<file path="config.mk">
export PLATFORM = sky130hd
export DESIGN_NAME = alu_result_monitor_flat
export DESIGN_NICKNAME = d
export VERILOG_FILES = /design/src/rtl/alu_result_monitor_if.sv /design/src/rtl/alu_result_monitor.sv /design/src/flat_wrapper.sv
export SDC_FILE = /design/constraint.sdc
export NUM_CORES = 1
export LEC_CHECK = 0
export BUFFER_PORTS_ARGS = -buffer_cell sky130_fd_sc_hd__buf_4
export CORE_MARGIN = 4
export CORE_UTILIZATION = 48
export DETAILED_ROUTE_END_ITERATION = 12
export PLACE_DENSITY = 0.64
export SETUP_SLACK_MARGIN = 0.5
export SLEW_MARGIN = 20
export SYNTH_ARGS = -nofsm -noshare
export SYNTH_HDL_FRONTEND = slang
export SYNTH_SLANG_ARGS = --single-unit
</file>
<file path="constraint.sdc">
create_clock -name clk -period 2.9 [get_ports clk]
set_input_delay 0.29 -clock clk [delete_from_list [all_inputs] [get_ports clk]]
set_output_delay 0.29 -clock clk [all_outputs]
set_load 0.01 [all_outputs]
</file>
<file path="src/rtl/alu_result_monitor_if.sv">
// Sample, counter and mismatch-log signals of the ALU result monitor.
// master = sample source / log reader side; slave = monitor side.
interface alu_result_monitor_if;
    logic        smp_valid;
    logic        smp_ready;
    logic [15:0] inA;
    logic [15:0] inB;
    logic        inc;
    logic [2:0]  opc;
    logic [15:0] w;
    logic        zer;
    logic        neg;
    logic [15:0] pass_cnt;
    logic [15:0] fail_cnt;
    logic        log_rd;
    logic        log_empty;
    logic [2:0]  log_opc;
    logic [15:0] log_got;
    logic [15:0] log_exp;
    logic        log_ovf;

    modport master (
        output smp_valid, inA, inB, inc, opc, w, zer, neg, log_rd,
        input  smp_ready, pass_cnt, fail_cnt, log_empty, log_opc, log_got, log_exp, log_ovf
    );

    modport slave (
        input  smp_valid, inA, inB, inc, opc, w, zer, neg, log_rd,
        output smp_ready, pass_cnt, fail_cnt, log_empty, log_opc, log_got, log_exp, log_ovf
    );
endinterface

</file>
<file path="src/rtl/alu_result_monitor.sv">
// Checks ALU samples against a reference result; counters update 2 cycles after accept, ready only in IDLE
// (3-cycle cadence, 4 on mismatch). Mismatches go to an FWFT log; ALU_MON_FLAG_CHECK_EN also compares zer/neg.
module alu_result_monitor #(
    parameter int LOG_DEPTH = 4
) (
    input  logic                 clk,
    input  logic                 rst_n,
    alu_result_monitor_if.slave  mon
);
    localparam int PW = (LOG_DEPTH > 1) ? $clog2(LOG_DEPTH) : 1;
    localparam int CW = PW + 1;

    typedef enum logic [1:0] {IDLE, CALC, CMP, LOG} state_t;

    typedef struct packed {
        logic [2:0]  opc;
        logic [15:0] got;
        logic [15:0] exp;
    } log_ent_t;

    state_t      state_q, state_d;
    logic [15:0] a_q, a_d, b_q, b_d, w_q, w_d, exp_q, exp_d;
    logic        inc_q, inc_d;
    logic [2:0]  opc_q, opc_d;
`ifdef ALU_MON_FLAG_CHECK_EN
    logic        zer_q, zer_d, neg_q, neg_d;
`endif
    logic [15:0] pass_q, pass_d, fail_q, fail_d;
    logic [PW-1:0] wr_ptr_q, wr_ptr_d, rd_ptr_q, rd_ptr_d;
    logic [CW-1:0] cnt_q, cnt_d;
    logic        ovf_q, ovf_d;
    log_ent_t    hold_q, hold_d;
    log_ent_t    mem_q [LOG_DEPTH];

    logic [15:0] exp_calc;
    logic        mismatch;
    logic        push, pop, push_ok, fifo_full;
    log_ent_t    head, push_ent;

    always_comb begin
        case (opc_q)
            3'b000:  exp_calc = a_q + b_q + {15'd0, inc_q};
            3'b001:  exp_calc = a_q - b_q - {15'd0, inc_q};
            3'b010:  exp_calc = a_q & b_q;
            3'b011:  exp_calc = a_q | b_q;
            3'b100:  exp_calc = a_q ^ b_q;
            3'b101:  exp_calc = ~a_q;
            3'b110:  exp_calc = {a_q[14:0], inc_q};
            default: exp_calc = {inc_q, a_q[15:1]};
        endcase
    end

    always_comb begin
        state_d = state_q;
        a_d     = a_q;
        b_d     = b_q;
        inc_d   = inc_q;
        opc_d   = opc_q;
        w_d     = w_q;
        exp_d   = exp_q;
        pass_d  = pass_q;
        fail_d  = fail_q;
`ifdef ALU_MON_FLAG_CHECK_EN
        zer_d    = zer_q;
        neg_d    = neg_q;
        mismatch = (w_q != exp_q) || (zer_q != (exp_q == 16'h0000)) || (neg_q != exp_q[15]);
`else
        mismatch = (w_q != exp_q);
`endif
        case (state_q)
            IDLE: begin
                if (mon.smp_valid) begin
                    state_d = CALC;
                    a_d     = mon.inA;
                    b_d     = mon.inB;
                    inc_d   = mon.inc;
                    opc_d   = mon.opc;
                    w_d     = mon.w;
`ifdef ALU_MON_FLAG_CHECK_EN
                    zer_d   = mon.zer;
                    neg_d   = mon.neg;
`endif
                end
            end
            CALC: begin
                exp_d   = exp_calc;
                state_d = CMP;
            end
            CMP: begin
                if (mismatch) begin
                    state_d = LOG;
                    if (fail_q != 16'hFFFF) fail_d = fail_q + 16'd1;
                end else begin
                    state_d = IDLE;
                    if (pass_q != 16'hFFFF) pass_d = pass_q + 16'd1;
                end
            end
            LOG:     state_d = IDLE;
            default: state_d = IDLE;
        endcase
    end

    // A pop frees the slot before the push is judged, so full+pop+push never drops.
    always_comb begin
        push      = (state_q == LOG);
        pop       = mon.log_rd && (cnt_q != '0);
        fifo_full = (cnt_q == CW'(LOG_DEPTH));
        push_ok   = push && (!fifo_full || pop);
        push_ent  = '{opc: opc_q, got: w_q, exp: exp_q};
        head      = mem_q[rd_ptr_q];
        wr_ptr_d  = push_ok ? wr_ptr_q + PW'(1) : wr_ptr_q;
        rd_ptr_d  = pop ? rd_ptr_q + PW'(1) : rd_ptr_q;
        cnt_d     = cnt_q + CW'(push_ok) - CW'(pop);
        ovf_d     = ovf_q | (push && !push_ok);
        hold_d    = (cnt_q != '0) ? head : hold_q;
    end

    always_ff @(posedge clk or negedge rst_n) begin
        if (!rst_n) begin
            state_q  <= IDLE;
            a_q      <= '0;
            b_q      <= '0;
            inc_q    <= 1'b0;
            opc_q    <= '0;
            w_q      <= '0;
            exp_q    <= '0;
`ifdef ALU_MON_FLAG_CHECK_EN
            zer_q    <= 1'b0;
            neg_q    <= 1'b0;
`endif
            pass_q   <= '0;
            fail_q   <= '0;
            wr_ptr_q <= '0;
            rd_ptr_q <= '0;
            cnt_q    <= '0;
            ovf_q    <= 1'b0;
            hold_q   <= '0;
        end else begin
            state_q  <= state_d;
            a_q      <= a_d;
            b_q      <= b_d;
            inc_q    <= inc_d;
            opc_q    <= opc_d;
            w_q      <= w_d;
            exp_q    <= exp_d;
`ifdef ALU_MON_FLAG_CHECK_EN
            zer_q    <= zer_d;
            neg_q    <= neg_d;
`endif
            pass_q   <= pass_d;
            fail_q   <= fail_d;
            wr_ptr_q <= wr_ptr_d;
            rd_ptr_q <= rd_ptr_d;
            cnt_q    <= cnt_d;
            ovf_q    <= ovf_d;
            hold_q   <= hold_d;
        end
    end

    always_ff @(posedge clk) begin
        if (push_ok) mem_q[wr_ptr_q] <= push_ent;
    end

    assign mon.smp_ready = (state_q == IDLE);
    assign mon.pass_cnt  = pass_q;
    assign mon.fail_cnt  = fail_q;
    assign mon.log_empty = (cnt_q == '0);
    assign mon.log_ovf   = ovf_q;
    assign {mon.log_opc, mon.log_got, mon.log_exp} = (cnt_q != '0) ? head : hold_q;
endmodule

</file>
<file path="src/flat_wrapper.sv">
// flat-port wrapper written by rule: the top's interface ports become plain ports
module alu_result_monitor_flat 
#(
    parameter int LOG_DEPTH = 4
)
  (clk, rst_n, mon_smp_valid, mon_inA, mon_inB, mon_inc, mon_opc, mon_w, mon_zer, mon_neg, mon_log_rd, mon_smp_ready, mon_pass_cnt, mon_fail_cnt, mon_log_empty, mon_log_opc, mon_log_got, mon_log_exp, mon_log_ovf);
  alu_result_monitor_if mon_i ();
  input  logic clk;
  input  logic rst_n;
  input wire logic [$bits(mon_i.smp_valid)-1:0] mon_smp_valid;
  input wire logic [$bits(mon_i.inA)-1:0] mon_inA;
  input wire logic [$bits(mon_i.inB)-1:0] mon_inB;
  input wire logic [$bits(mon_i.inc)-1:0] mon_inc;
  input wire logic [$bits(mon_i.opc)-1:0] mon_opc;
  input wire logic [$bits(mon_i.w)-1:0] mon_w;
  input wire logic [$bits(mon_i.zer)-1:0] mon_zer;
  input wire logic [$bits(mon_i.neg)-1:0] mon_neg;
  input wire logic [$bits(mon_i.log_rd)-1:0] mon_log_rd;
  output wire logic [$bits(mon_i.smp_ready)-1:0] mon_smp_ready;
  output wire logic [$bits(mon_i.pass_cnt)-1:0] mon_pass_cnt;
  output wire logic [$bits(mon_i.fail_cnt)-1:0] mon_fail_cnt;
  output wire logic [$bits(mon_i.log_empty)-1:0] mon_log_empty;
  output wire logic [$bits(mon_i.log_opc)-1:0] mon_log_opc;
  output wire logic [$bits(mon_i.log_got)-1:0] mon_log_got;
  output wire logic [$bits(mon_i.log_exp)-1:0] mon_log_exp;
  output wire logic [$bits(mon_i.log_ovf)-1:0] mon_log_ovf;
  assign mon_i.smp_valid = mon_smp_valid;
  assign mon_i.inA = mon_inA;
  assign mon_i.inB = mon_inB;
  assign mon_i.inc = mon_inc;
  assign mon_i.opc = mon_opc;
  assign mon_i.w = mon_w;
  assign mon_i.zer = mon_zer;
  assign mon_i.neg = mon_neg;
  assign mon_i.log_rd = mon_log_rd;
  assign mon_smp_ready = mon_i.smp_ready;
  assign mon_pass_cnt = mon_i.pass_cnt;
  assign mon_fail_cnt = mon_i.fail_cnt;
  assign mon_log_empty = mon_i.log_empty;
  assign mon_log_opc = mon_i.log_opc;
  assign mon_log_got = mon_i.log_got;
  assign mon_log_exp = mon_i.log_exp;
  assign mon_log_ovf = mon_i.log_ovf;
  alu_result_monitor #(.LOG_DEPTH(LOG_DEPTH)) u_core (.clk(clk), .rst_n(rst_n), .mon(mon_i));
endmodule
</file>
=== Word level (Yosys, flattened, before mapping) ===
Memory sizes are Yosys's and may differ from the RTL's.
Cells that the tools add are included.

* $lt $le $gt $ge: 0
* Shifts and indexed selects: 0
* Add/subtract/negate cells: 10
* Equality and inequality tests: 14
* Bitwise gates (word level): 6
* Reductions and logical operators: 13
* Div/mod/pow operators: 0
* $mul: 0
* Muxes and demuxes: 7

{| class="wikitable"
|+ Operator list
! kind !! number
|-
| 16-bit one-hot mux with 7 select lines || 1
|-
| 35-bit 2-to-1 mux || 1
|-
| 16-bit by 1-bit adder with 16-bit output (second input constant) || 2
|-
| 16-bit inequality test (second input constant) || 2
|-
| 16-bit by 1-bit adder with 16-bit output || 1
|-
| 16-bit adder || 1
|-
| 16-bit AND || 1
|-
| 16-bit inequality test || 1
|-
| 16-bit NOT || 1
|-
| 16-bit OR || 1
|-
| 16-bit by 1-bit subtractor with 16-bit output || 1
|-
| 16-bit subtractor || 1
|-
| 16-bit bitwise XOR || 1
|-
| 3-bit equality test (second input constant) || 4
|-
| 2-bit one-hot mux with 4 select lines || 1
|-
| 3-bit by 2-bit equality test with 1-bit output (second input constant) || 2
|-
| 3-bit zero test || 2
|-
| 3-bit AND reduction || 2
|-
| 2-bit by 1-bit adder with 2-bit output (second input constant) || 2
|-
| 2-bit equality test (second input constant) || 2
|-
| 2-bit 2-to-1 mux || 2
|-
| 3-bit by 1-bit adder with 3-bit output || 1
|-
| 3-bit by 1-bit equality test with 1-bit output (second input constant) || 1
|-
| 1-bit logical AND || 3
|-
| other kinds (11) || 13
|}

* RAM bits: 140
* Flip-flop bits (word level): 145
* Bits in read-only memories: 0
* Logic and storage cells: 67
* Bits in latches: 0
* Memories: 1
* Input port bits: 58

{| class="wikitable"
|+ Memory list
! memory !! words !! bits a word !! rd ports !! clocked after Yosys merged registers in !! write ports !! line !! text
|-
| u_core.mem_q || 4 || 35 || 1 || 0 || 1 || alu_result_monitor.sv:33 || <nowiki>log_ent_t mem_q [LOG_DEPTH];</nowiki>
|}

=== Logic depth before layout (Yosys ltp) ===
* Word-level depth: 7
* Gate-level depth with buffers: 11
* Mapped depth without buffers: 11

=== Worst setup path after synthesis ===
Ideal clock, no wire load.

* Path kind: reg-to-reg
* Start: reg u_core.inc_q
* End: reg u_core.exp_q[12]
* Path buffers: 0
* Setup slack: 0.222 ns
* Cell stages (with the launch flop): 10
* Period minus slack after synthesis: 2.678 ns
* Library setup time: 0.124 ns
* Arrival: 2.554 ns
* Data required time: 2.776 ns
* Cells stage by stage: dfrtp_1 > fa_1 > fa_1 > a211o_1 > o211ai_1 > a211oi_1 > or2_1 > o2111ai_1 > o311a_1 > a21oi_1

* Word-level cells in the longest chain between the ends: 2

{| class="wikitable"
|+ RTL lines
! element !! line !! text
|-
| start, declared || alu_result_monitor.sv:23 || <nowiki>logic inc_q, inc_d;</nowiki>
|-
| start signal, assigned || alu_result_monitor.sv:142 || <nowiki>inc_q <= inc_d;</nowiki>
|-
| 16-bit by 1-bit subtractor with 16-bit output or 16-bit by 1-bit adder with 16-bit output (tied branches) || alu_result_monitor.sv:43, alu_result_monitor.sv:42 ||
|-
| 16-bit one-hot mux with 7 select lines * || alu_result_monitor.sv:41 || <nowiki>case (opc_q)</nowiki>
|-
| end signal, assigned || alu_result_monitor.sv:145 || <nowiki>exp_q <= exp_d;</nowiki>
|-
| end, declared || alu_result_monitor.sv:22 || <nowiki>logic [15:0] a_q, a_d, b_q, b_d, w_q, w_d, exp_q, exp_d;</nowiki>
|}

Mark *: on every way between the ends. The rest lies on a longest branch, timed or not.
A chain may end at the register's enable or synchronous reset.

=== Worst setup path in the final report ===
Ends and elaborated chain as after synthesis.

==> impl_metrics.yaml <==
die:
  row_count: 62
  coreArea_mm2: 0.02870
  start_util_pct: 48.68
  io_pins: 128
  chipHeight_um: 178.6
  fp.dieW_um: 178.6
  die_area_mm2: 0.03190
synth:
  yosysWarnings: 0
  synth_top_flop_cell: "dfrtp_1"
  ys_ff_latch: 285
  ys_seq_area_share_pct: 56.06
  yosysTopAreaCell: "edfxtp_1"
  syn_area_mm2: 0.01397
  syn_avg_cell_area_um2: 12.53
  synth_top_area_share_pct: 30.09
  ys_async_sr_fraction_pct: 50.88
  synth_edf_count: 140
  syn_nets: 1246
  syn_inst: 1115
  synth_cell_types: 68
  synthTopCellsByArea: "edfxtp_1 30%, dfrtp_1 26%, ha_1 6.1%, mux4_2 5.6%, mux2_2 4.6%"
route:
  wl_um: 34540
  drtIter0Drc: 702
  dr_wl_met3_um: 1602
  drc: 0
  viasPerCell: 5.495
  wl_per_cell_um: 19.48
  postRouteAntennaNets: 0
  drt_pre_antenna_iters: 5
  drt-met1-wl_um: 15120
  dr_wl_met2_um: 17040
  routed.top_layer: "met4"
  num_vias: 9742
cts:
  tritoncts: "yes"
  htree_levels: 2
  clockBufferDepth: 3
  clock-sinks: 285
  clk_pin_slew_worst_paths_ps: 60
  clockRootBuffer: "clkbuf_16"
  clk_latency_ps: 520
  numCtsBuffers: 34
final_layout:
  synthToLayoutAreaGrowth_pct: 31.65
  final_core_util_pct: 64.08
  n_antenna_cell: 0
  drive_gt1_share_pct: 32.54
  fin_nets: 1495
  fin_cells: 1773
  fin_area_mm2: 0.01839
global_route:
  grt_max_degree: 71
  grt.total_usage_pct: 21.89
  grt_pass1_wl_um: 55080
  grt-ovfl-total: 0
  antenna_found_initial: 0
  grt_pass1_vias: 9977
critical_path:
  required_ps: 3300
  crit_path_end_kind: "flop"
  startpoint_type: "flop"
  cp_max_fo: 4
  crit_type: "reg2reg"
  arrival_ps: 3090
outcome:
  outcome: "completed"
place:
  dp_hpwl_um: 21980
  post_dp_cell_area_mm2: 0.01569
  placed_cells: 1627
  pre_cts_ws_ps: 53.20
  gp_congestion: 0.9203
  port_buffers: 125
power:
  p_total_mw: 24.30
  peakVddDrop_mv: 0.6891
  p_per_area_mw_per_mm2: 1321
  leakage_nw: 7.571
sta:
  slew_violations: 0
  grt_setup_unrepaired: "yes"
  max-slew-margin-rel_pct: 39.39
  timing.fmax_ghz: 0.3716
  setup-violations-final: 0
  whs_ps: 6.280
  skew_ps: 21.28
  hold_viol: 0
  tightest_slew_ps: 909.2
  period_share_pct: 92.79
  tns_ps: 0
  worst_slack_ps: 209.0
  period_needed_ps: 2691
worst_hold_path:
  hold_path.class: "in2reg"
job:
  maxCapViolCount: 0
-- worst paths after layout --
kind | start | to | slack [ps] | cells past startpoint
min in group asynchronous | rst_n | u_core.hold_q[27] | 280 | 2
setup / recovery | u_core.inc_q | u_core.exp_q[12] | 210 | 9
hold reg to reg | u_core.mon.log_ovf | u_core.mon.log_ovf | 490 | 1
hold / removal | mon_inB[12] | u_core.b_q[12] | 6 | 3
max in group asynchronous | rst_n | u_core.rd_ptr_q[0] | 1880 | 3
setup reg to reg | u_core.inc_q | u_core.exp_q[12] | 210 | 9
-- synth_stat cells, types with 10 or more instances --
library cell	n
a21oi_1	47
clkbuf_1	36
dfrtp_1	145
edfxtp_1	140
ha_1	68
inv_1	65
mux2_2	57
mux2i_1	11
mux4_2	35
nand2_1	95
nand3_1	21
nor2_1	47
nor3_1	12
o21ai_0	81
or3_1	10
xnor2_1	29
xor2_1	36
-- power by group --
group | internal [mW] | leakage (nW) | switching, mW
Combinational | 6.65 | 3.97 | 6.83
Clock | 2.46 | 0.552 | 1.66
Sequential | 5.72 | 3.05 | 0.967
Total | 14.8 | 7.57 | 9.46
-- cells by family after synthesis --
group,count (synthesis),synth area share [%]
flops,285,56.06
xor+xnor,65,4.074
simple gates,255,9.107
mux,105,11.18
fa+ha+maj,73,6.806
compound gates,221,9.716
buf+inv,111,3.054
-- layer usage --
layer | GRT usage (%) | up-vias
met1 | 30.03 | 4835
met3 | 3.179 | 66
met5 | 0 | -
li1 | - | 4573
met2 | 36.70 | 268
met4 | 6.044 | 0
-- cells in the final DEF (no fill, tap or decap), drive strengths merged, types with 10 or more instances in the layout --
cell type	count
mux2i	11
nand2	95
xor2	36
xnor2	29
or3	10
a21oi	47
nor2	47
nand3	21
buf	218
nor3	15
clkinv	11
mux4	35
mux2	59
ha	68
clkbuf	48
and3	12
inv	66
dfrtp	145
edfxtp	140
o21ai	83
dlygate4sd3	40
-- area by class of cell --
type / instances / area (um2)
Fill cell: 2200 / 10310
Sequential cell: 285 / 7838
Multi-Input combinational cell: 720 / 6286
Timing Repair Buffer: 258 / 2430
Clock buffer: 48 / 1016
Tap cell: 384 / 480.5
Inverter: 65 / 244.0
Clock inverter: 13 / 100.1
-- state kept, by name (all words and copies together), names as in the netlist --
name and flops:
u_core.wr_ptr_q 2, u_core.mon.log_ovf 1, u_core.mem_q 140, u_core.b_q 16, u_core.hold_q 35, u_core.state_q 2
u_core.mon.pass_cnt 16, u_core.w_q 16, u_core.inc_q 1, u_core.rd_ptr_q 2, u_core.exp_q 16, u_core.opc_q 3
u_core.cnt_q 3, u_core.a_q 16, u_core.mon.fail_cnt 16
-- worst max-delay path, cell delays in order (launching register included) --
cell	delay, ps
dfrtp_2	440
fa_2	400
fa_2	410
a211o_1	260
o211ai_1	200
a211oi_2	140
or2_1	270
o2111ai_2	190
o311a_1	200
a21oi_1	60
-- repair_timing --
| action | 4_1_cts | 5_1_grt |
|---|---|---|
| gates resized for setup | 121 | 47 |
| hold buffers | 40 | 0 |
| cloned | 5 | 0 |
| endpoints found under the hold margin | 79 | 0 |
| pin swaps | 34 | 18 |
| setup buffers | 26 | 14 |
| setup endpoints to repair | 60 | 55 |
(Power assumes the default switching activity.)
